==> config.mk <==
export PLATFORM = sky130hd
export DESIGN_NAME = dynamic_predictor
export DESIGN_NICKNAME = d
export VERILOG_FILES = /design/src/rtl/dynamic_predictor.sv
export SDC_FILE = /design/constraint.sdc
export NUM_CORES = 1
export LEC_CHECK = 0
export CELL_PAD_IN_SITES_DETAIL_PLACEMENT = 2
export CELL_PAD_IN_SITES_GLOBAL_PLACEMENT = 2
export CORE_ASPECT_RATIO = 0.8
export CORE_UTILIZATION = 40
export DETAILED_ROUTE_END_ITERATION = 6
export GPL_ROUTABILITY_DRIVEN = 0
export GPL_TIMING_DRIVEN = 0
export PLACE_DENSITY_LB_ADDON = 0.1
export SKIP_CTS_REPAIR_TIMING = 1
export SYNTH_ARGS = -nofsm -noshare
export SYNTH_HDL_FRONTEND = slang
export SYNTH_SLANG_ARGS = --single-unit
==> constraint.sdc <==
create_clock -name clk -period 4 [get_ports clk]
set_input_delay 0.6 -clock clk [delete_from_list [all_inputs] [get_ports clk]]
set_output_delay 0.6 -clock clk [all_outputs]
set_load 0.1 [all_outputs]
==> src/rtl/dynamic_predictor.sv <==
// PC-indexed saturating-counter branch direction predictor with a static sign-of-offset
// fallback, per-stage prediction tracking through ID/EX, training at EX and miss statistics.
module dynamic_predictor #(
    parameter int INDEX_BITS = 6,
    parameter int CNT_BITS   = 2,
    parameter int PC_WIDTH   = 32,
    parameter int PERF_WIDTH = 16
) (
    input  logic                  clk,
    input  logic                  rst_n,
    input  logic                  PL_stall_ex,
    input  logic                  PL_flush_id,
    input  logic                  mode_dynamic,
    input  logic [PC_WIDTH-1:0]   pc_if,
    input  logic                  branch_if,
    input  logic                  imme_sig,
    input  logic                  branch_taken_ex,
    output logic                  DP_prediction_result,
    output logic                  DP_prediction_result_id,
    output logic                  DP_prediction_result_ex,
    output logic                  DP_mispredict_ex,
    output logic [PERF_WIDTH-1:0] DP_branch_cnt,
    output logic [PERF_WIDTH-1:0] DP_mispredict_cnt
);

    localparam int                   ENTRIES   = 1 << INDEX_BITS;
    localparam logic [CNT_BITS-1:0]  CNT_INIT  = CNT_BITS'((1 << (CNT_BITS - 1)) - 1);
    localparam logic [CNT_BITS-1:0]  CNT_MAX   = {CNT_BITS{1'b1}};
    localparam logic [CNT_BITS-1:0]  CNT_ZERO  = {CNT_BITS{1'b0}};
    localparam logic [PERF_WIDTH-1:0] PERF_MAX = {PERF_WIDTH{1'b1}};

    logic [CNT_BITS-1:0]   table_q [ENTRIES];
    logic [INDEX_BITS-1:0] idx_if_s;
    logic                  valid_id_q, pred_id_q;
    logic [INDEX_BITS-1:0] idx_id_q;
    logic                  valid_ex_q, pred_ex_q;
    logic [INDEX_BITS-1:0] idx_ex_q;
    logic                  update_s;
    logic [CNT_BITS-1:0]   cnt_ex_s;
    logic [CNT_BITS-1:0]   cnt_d;
    logic [CNT_BITS-1:0]   cnt_rd_s;
    logic [PERF_WIDTH-1:0] branch_cnt_q, branch_cnt_d;
    logic [PERF_WIDTH-1:0] mispredict_cnt_q, mispredict_cnt_d;
    logic                  unused_pc_s;

    assign idx_if_s    = pc_if[INDEX_BITS+1:2];
    assign unused_pc_s = ^{pc_if[PC_WIDTH-1:INDEX_BITS+2], pc_if[1:0]};
    assign update_s    = valid_ex_q & ~PL_stall_ex;
    assign cnt_ex_s    = table_q[idx_ex_q];

    // Saturating trained value of the EX entry and the bypassed IF read
    always_comb begin
        cnt_d    = cnt_ex_s;
        cnt_rd_s = table_q[idx_if_s];
        if (branch_taken_ex) begin
            if (cnt_ex_s != CNT_MAX) begin
                cnt_d = cnt_ex_s + CNT_BITS'(1);
            end else begin
                cnt_d = cnt_ex_s;
            end
        end else begin
            if (cnt_ex_s != CNT_ZERO) begin
                cnt_d = cnt_ex_s - CNT_BITS'(1);
            end else begin
                cnt_d = cnt_ex_s;
            end
        end
        if (update_s && (idx_if_s == idx_ex_q)) begin
            cnt_rd_s = cnt_d;
        end else begin
            cnt_rd_s = table_q[idx_if_s];
        end
    end

    // Saturating performance counter next values
    always_comb begin
        branch_cnt_d     = branch_cnt_q;
        mispredict_cnt_d = mispredict_cnt_q;
        if (update_s) begin
            if (branch_cnt_q != PERF_MAX) begin
                branch_cnt_d = branch_cnt_q + PERF_WIDTH'(1);
            end else begin
                branch_cnt_d = branch_cnt_q;
            end
            if (DP_mispredict_ex && (mispredict_cnt_q != PERF_MAX)) begin
                mispredict_cnt_d = mispredict_cnt_q + PERF_WIDTH'(1);
            end else begin
                mispredict_cnt_d = mispredict_cnt_q;
            end
        end else begin
            branch_cnt_d     = branch_cnt_q;
            mispredict_cnt_d = mispredict_cnt_q;
        end
    end

    assign DP_prediction_result    = mode_dynamic ? cnt_rd_s[CNT_BITS-1] : imme_sig;
    assign DP_prediction_result_id = pred_id_q;
    assign DP_prediction_result_ex = pred_ex_q;
    // Compared against the prediction used at fetch, not the current table contents
    assign DP_mispredict_ex        = valid_ex_q & (pred_ex_q ^ branch_taken_ex);
    assign DP_branch_cnt           = branch_cnt_q;
    assign DP_mispredict_cnt       = mispredict_cnt_q;

    // Counter table: trained once per resolved branch as it leaves EX
    always_ff @(posedge clk or negedge rst_n) begin
        if (!rst_n) begin
            for (int i = 0; i < ENTRIES; i++) begin
                table_q[i] <= CNT_INIT;
            end
        end else if (update_s) begin
            table_q[idx_ex_q] <= cnt_d;
        end
    end

    // ID/EX prediction pipeline; flush beats stall for ID only
    always_ff @(posedge clk or negedge rst_n) begin
        if (!rst_n) begin
            valid_id_q <= 1'b0;
            pred_id_q  <= 1'b0;
            idx_id_q   <= {INDEX_BITS{1'b0}};
            valid_ex_q <= 1'b0;
            pred_ex_q  <= 1'b0;
            idx_ex_q   <= {INDEX_BITS{1'b0}};
        end else begin
            if (PL_flush_id) begin
                valid_id_q <= 1'b0;
                pred_id_q  <= 1'b0;
                idx_id_q   <= {INDEX_BITS{1'b0}};
            end else if (!PL_stall_ex) begin
                valid_id_q <= branch_if;
                pred_id_q  <= DP_prediction_result;
                idx_id_q   <= idx_if_s;
            end
            if (!PL_stall_ex) begin
                valid_ex_q <= valid_id_q;
                pred_ex_q  <= pred_id_q;
                idx_ex_q   <= idx_id_q;
            end
        end
    end

    // Branch and misprediction statistics
    always_ff @(posedge clk or negedge rst_n) begin
        if (!rst_n) begin
            branch_cnt_q     <= {PERF_WIDTH{1'b0}};
            mispredict_cnt_q <= {PERF_WIDTH{1'b0}};
        end else begin
            branch_cnt_q     <= branch_cnt_d;
            mispredict_cnt_q <= mispredict_cnt_d;
        end
    end

endmodule

==> results.md, run 1 <==
* Status: finished with violations
* Failing checks: design-rule violations, negative setup slack
* Syn nets at 786
* # nets final at between 800 and 900
* Clk slew on worst S/H paths at 70 ps
* Warning count from the yosys run at 0
* Detailed-route vias per instance at approximately 6
* FP Rows at 49
* Via count of the first global-routing pass at 7361
* Post-route setup slack at -24.3 ps
* Most frequent cells in the layout: mux2_2, dfrtp_1, nand2_1, dfstp_2, nor2_1
* Yosys cell types at 53
* Cell leakage power at 0.00461 uW
* Hpwl dp at 22300 um
* Sequential fraction of the synthesis area at 0.491
* Hold Violations, Final at 0
* Layout area overhead at 22.0%
* Top sig layer: met5
* CTS tree: built
* Post-route ant nets at 0
* Ys flop type: dfrtp_1
* Total Routing Usage GR at 0.285
* P_sw at 1610 uW
* Port bufs at 44
* Clk_lat worst skew at between 400 and 500 ps
* Pin count of the biggest net entering global routing at approximately 110
* Post-synthesis adder-cell area fraction at 0.00520
* Mapped Area at 9140 um2
* Fmax achieved at 0.248 GHz
* Post-synth EDFFs at 0
* Worst setup path start: idx_ex_q[2]
* Final WL at 32500 um
* Final non-filler cell area at 11200 um2
* Fin. max-slew vios at 0
* Clk sinks at roughly 180
* Antenna violations before repair at 1
* Setup slack at placement at -895 ps
* Final hold slack at 92.4 ps
* Starting Density at 0.407
* Clock power share at 0.351
* Total grt overflow at 0
* Area leader, netlist: dfrtp_1
* Tcrit/Tclk final at 1.01
* Synth Area in Compound Gates at 0.0456
* DIE HEIGHT at 137 um
* R2R cell count at 10
* Routed len/inst at 28.4 um
* Ports at 76
* Setup tns final at -24.3 ps
* Leading cell type in the layout, fill and taps excluded: mux2_2
* MaxCap Viol Count at 0
* XOR/XNOR Fraction of Synth Area at 0.0345
* Worst setup SP type: flop
* Int Pwr at 3240 uW
* Share of post-route cells with drive strength above 1 at 0.419
* CTS buffer count at 17
* Drt drc at 2
* Via count at 6818
* Critical path fanouts, max at 6
* Core area at 22400 um2
* Synth top area cells: dfrtp_1, dfstp_2, mux2_2, mux4_2, nand2_1
* Longest Clk Path Bufs at 2
* Setup Crit Path Kind: flop to primary output
* Logic gate share of total power at 0.237
* Met3 WL at 2380 um
* DR iter-0 viols at between 500 and 600
* Largest family of logic cells by synthesized area: multiplexers
* Post-synthesis simple-gate area fraction at 0.115
* Final Total Pwr at between 4000 and 5000 uW
* Worst-Margin Slew at ~1200 ps
* Area fraction of the dominant cell type after synthesis at 0.307
* Worst vdd ir at 287 uV
* DR WL met2 at 15500 um
* Pwr/cell area at 435 nW/um2
* Die area at between 20000 and 25000 um2
* Seq pwr share at 0.412
* Data required time at the worst endpoint at 3400 ps
* Mux cell area share after synthesis at 0.277
* Slew HR at 0.220
* Async set or reset register ratio after synthesis at 1.00
* Hold Crit Class: input pin to async pin
* Setup violations, final at 1
* CP arrival at 3420 ps
* Die X at about 170 um
* First-pass iteration count of the detailed router at 7
* Syn Area/Cell at 12.3 um2
* Met1 WL at 13900 um
* First-pass GRT wire length at approximately 47000 um
* Final Skew at 14.8 ps
* Flops & latches, synth at 176
* Post-place instance area at between 10000 and 15000 um2
* Critical Path End Type: primary output
* Tmin final at 4020 ps
* H-tree Lvls at 4
* Sw Ratio at 0.333
* # diodes at 0
* Post-Synthesis Cells at between 700 and 800
* Reg-to-Reg Start: idx_ex_q[2]
* Clock root buffer: clkbuf_16
-- per-layer routing --
metal / GRT usage / vias up
met5: 0 / -
li1: - / 2859
met2: 0.450 / 246
met4: 0.110 / 2
met1: 0.386 / 3659
met3: 0.0618 / 52
-- stage by stage --
step / instances / utilization
floorplan: 744 / -
global placement: 1094 / 0.444
detailed placement: 1099 / 0.448
CTS: 1131 / 0.475
global route: 1146 / 0.497
finish: 1146 / 0.497
-- state kept, by name, summed over array words and instances, names as in the netlist --
signal,count
valid_ex_q,1
idx_ex_q,6
idx_id_q,6
DP_prediction_result_id,1
table_q,128
DP_mispredict_cnt,16
DP_prediction_result_ex,1
DP_branch_cnt,16
valid_id_q,1
-- area by class of cell --
cell class                 instances  area (um2)
clock buffer                      24         482
sequential                       176        4490
multi-input combinational        511        4570
inverter                          11        41.3
buffer                            46         404
clock inverter                     8         105
timing repair buffer              64         676
fill                            2176       11300
tap                              306         383
-- power by group through the flow --
stage | Sequential, uW | Combinational (uW) | Clock, uW
global route | 2010 | 1200 | 1800
global placement | 2010 | 990 | 0
detailed placement | 2020 | 1030 | 0
floorplan | 2220 | 428 | 0
CTS | 1990 | 1040 | 1730
finish | 2000 | 1150 | 1700
-- logic make-up (layout without fill, tap and decap cells) --
family	count (synthesis)	count (layout)
flops	176	176
fa+ha+maj	4	4
compound gates	59	59
xor+xnor	36	36
buf+inv	57	153
mux	195	195
simple gates	217	217
-- critical path, cell delays in order, from the launching register on --
cell       delay [ps]
dfrtp_2           440
buf_4             160
nor2b_1           220
a32o_1            270
o41ai_2           470
nand4_1           180
a211o_1           280
maj3_2            340
buf_12            150
o2111ai_4         190
o21ai_2           100
buf_12            170
-- cell usage after synthesis (6+ instances only) --
| cell | number |
|---|---|
| a21oi_1 | 6 |
| a31oi_1 | 7 |
| and3_1 | 9 |
| buf_2 | 12 |
| buf_6 | 6 |
| clkbuf_1 | 18 |
| dfrtp_1 | 112 |
| dfstp_2 | 64 |
| inv_1 | 11 |
| mux2_2 | 134 |
| mux2i_1 | 28 |
| mux4_2 | 33 |
| nand2_1 | 78 |
| nand2b_1 | 7 |
| nand3_1 | 19 |
| nand4_1 | 12 |
| nor2_1 | 47 |
| nor2b_1 | 9 |
| nor3_1 | 7 |
| o21ai_0 | 12 |
| xnor2_1 | 24 |
| xor2_1 | 12 |
-- final timing paths --
path                                         end  slack (ps)
max                         DP_prediction_result         -20
min                                  table_q[85]          90
max reg2reg                          table_q[96]         530
min reg2reg                DP_mispredict_cnt[12]         490
max in group asynchronous            idx_ex_q[1]        2920
min in group clk           DP_mispredict_cnt[12]         490
Power figures use the tool's default switching activity.
==> inputs of run 2 (changes only) <==
--- a/config.mk
+++ b/config.mk
@@ -5,10 +5,10 @@
 export SDC_FILE = /design/constraint.sdc
 export NUM_CORES = 1
 export LEC_CHECK = 0
-export CELL_PAD_IN_SITES_DETAIL_PLACEMENT = 2
-export CELL_PAD_IN_SITES_GLOBAL_PLACEMENT = 2
+export CELL_PAD_IN_SITES_DETAIL_PLACEMENT = 0
+export CELL_PAD_IN_SITES_GLOBAL_PLACEMENT = 1
 export CORE_ASPECT_RATIO = 0.8
-export CORE_UTILIZATION = 40
+export CORE_UTILIZATION = 48
 export DETAILED_ROUTE_END_ITERATION = 6
 export GPL_ROUTABILITY_DRIVEN = 0
 export GPL_TIMING_DRIVEN = 0
==> results.md, run 2 (same netlist as run 1, synthesis figures left out) <==
* Final WL at 26700 um (-18%)
* FP Rows at 44 (-10%)
* H-tree Lvls at 4 (unchanged)
* Hold Violations, Final at 0 (unchanged)
* DIE HEIGHT at 125 um (-8.6%)
* Tcrit/Tclk final at 0.984 (-0.0225)
* # nets final at 859 (-1.2%)
* Setup slack at placement at -782 ps (+113 ps)
* Clk_lat worst skew at 430 ps (about the same)
* Fmax achieved at 0.254 GHz (+2.3%)
* Setup tns final at 0 ps (+24.3 ps)
* Die area at 19600 um2 (-16%)
* Hpwl dp at 18900 um (-15%)
* Clk slew on worst S/H paths at 70 ps (about the same)
* Post-place instance area at 9950 um2 (-1.1%)
* Clock power share at 0.364 (+0.013)
* Largest Register: table_q
* Logic gate share of total power at 0.222 (-0.015)
* Fin. max-slew vios at 0 (unchanged)
* CTS tree: built
* Core area at 18400 um2 (-18%)
* Port bufs at 44 (unchanged)
* # diodes at 0 (unchanged)
* Largest register FFs at 128 (unchanged)
* Die X at 156 um (-8.6%)
* Data required time at the worst endpoint at 3400 ps (about the same)
* Setup violations, final at 0 (-1)
* Status: finished clean
* Share of post-route cells with drive strength above 1 at 0.401 (-0.0178)
* Post-route ant nets at 0 (unchanged)
* Layout area overhead at 18.8%
* Drt drc at 0 (-2)
* Flop-to-flop setup slack at 640 ps (+110 ps)
* Sw Ratio at 0.325 (-0.00809)
* Int Pwr at 3250 uW (+0.32%)
* Detailed-route vias per instance at 6.13 (+3.0%)
* DR iter-0 viols at 640 (+9.2%)
* CP arrival at 3330 ps (-90 ps)
* Clock root buffer: clkbuf_16
* Starting Density at 0.497 (+0.0898)
* Longest Clk Path Bufs at 2 (unchanged)
* First-pass GRT wire length at 41000 um (-13%)
* Via count at 6637 (-2.7%)
* Slew HR at 0.202 (-0.0180)
* Via count of the first global-routing pass at 6645 (-9.7%)
* Cell leakage power at 0.00452 uW (-2.0%)
* Critical Path End Type: primary output
* Total Routing Usage GR at 0.288 (+0.00300)
* Seq pwr share at 0.414 (+0.002)
* Setup Crit Path Kind: flop to primary output
* P_sw at 1560 uW (-3.3%)
* Hold Crit Class: input pin to async pin
* Tmin final at 3930 ps (-90.0 ps)
* First-pass iteration count of the detailed router at 5 (-2)
* Pin count of the biggest net entering global routing at 91 (-18%)
* Final Skew at 8.61 ps (-6.15 ps)
* Post-route setup slack at 65.7 ps (+90.0 ps)
* Antenna violations before repair at 0 (-1)
* Clk sinks at 176 (unchanged)
* Leading cell type in the layout, fill and taps excluded: mux2_2
* CTS buffer count at 17 (unchanged)
* Critical path fanouts, max at 10 (+4)
* Most frequent cells in the layout: mux2_2, dfrtp_1, nand2_1, dfstp_2, nor2_1
* Pwr/cell area at 443 nW/um2 (+1.8%)
* Worst-Margin Slew at 1190 ps (+26.8 ps)
* Ports at 76 (unchanged)
* MaxCap Viol Count at 0 (unchanged)
* Worst setup SP type: flop
* Final non-filler cell area at 10900 um2 (-2.6%)
* Routed len/inst at 24.7 um (-13%)
* Total grt overflow at 0 (unchanged)
* Worst vdd ir at 256 uV (-11%)
* Core Util, Final at 0.591 (+0.0936)
run 2: cell count changes in the layout (fill, tap and decap cells not counted), moves of 3 or more:
cell      before  now
buf_12         9    4
buf_6         15   10
clkbuf_1      18   15
inv_6          0    4
mux2i_1       24   27
run 2: cell type report:
cell class | count | area (um2)
Fill cell | 1539 | 7530
Timing Repair Buffer | 54 | 551
Multi-Input combinational cell | 511 | 4500
Buffer | 46 | 348
Tap cell | 253 | 317
Sequential cell | 176 | 4490
Inverter | 11 | 41.3
Clock buffer | 19 | 443
Clock inverter | 13 | 174
run 2: metal layers:
layer / vias up / share of wire / GRT usage
met1: 3385 / 0.45 / 0.430
met5: - / 0 / 0
met2: 342 / 0.42 / 0.398
met3: 63 / 0.10 / 0.0936
li1: 2847 / - / -
met4: 0 / 0.026 / 0.0830
run 2: worst paths after layout:
path | from | end | cells past startpoint
setup reg to reg | idx_ex_q[0] | table_q[118] | 11
min in group clk | DP_mispredict_cnt[12] | DP_mispredict_cnt[12] | 1
hold reg to reg | DP_mispredict_cnt[12] | DP_mispredict_cnt[12] | 1
hold / removal | rst_n | table_q[111] | 1
setup / recovery | idx_ex_q[1] | DP_prediction_result | 11
max in group asynchronous | rst_n | table_q[16] | 2
run 2: power groups by stage:
stage | Sequential (uW) | Combinational [uW] | Clock (uW)
2_1_floorplan | 2220 | 428 | 0
3_5_place_dp | 2010 | 990 | 0
5_1_grt | 2000 | 1120 | 1850
6_report | 1990 | 1070 | 1750
4_1_cts | 1980 | 991 | 1780
3_3_place_gp | 2010 | 968 | 0
run 2: critical path, stage by stage, from the launching register on:
cell       delay, ps
dfrtp_2          480
buf_8            190
nor2b_2          210
and3_1           200
o41ai_1          350
nand4_1          200
a211o_1          310
maj3_2           340
buf_12           140
o2111ai_4        200
o21ai_2          100
buf_12           170
run 2: stage by stage:
step	cells	hold WS (ps)	power [uW]
floorplan	744	304	2650
global placement	1041	472	2980
detailed placement	1042	480	3000
CTS	1074	190	4750
global route	1083	202	4970
finish	1083	158	4810
==> inputs of run 3 (changes only) <==
--- a/config.mk
+++ b/config.mk
@@ -12,6 +12,7 @@
 export DETAILED_ROUTE_END_ITERATION = 6
 export GPL_ROUTABILITY_DRIVEN = 0
 export GPL_TIMING_DRIVEN = 0
+export HOLD_SLACK_MARGIN = 0.05
 export PLACE_DENSITY_LB_ADDON = 0.1
 export SKIP_CTS_REPAIR_TIMING = 1
 export SYNTH_ARGS = -nofsm -noshare
==> results of run 3 <==
Final layout, timing and power as in run 2 (identical DEF).
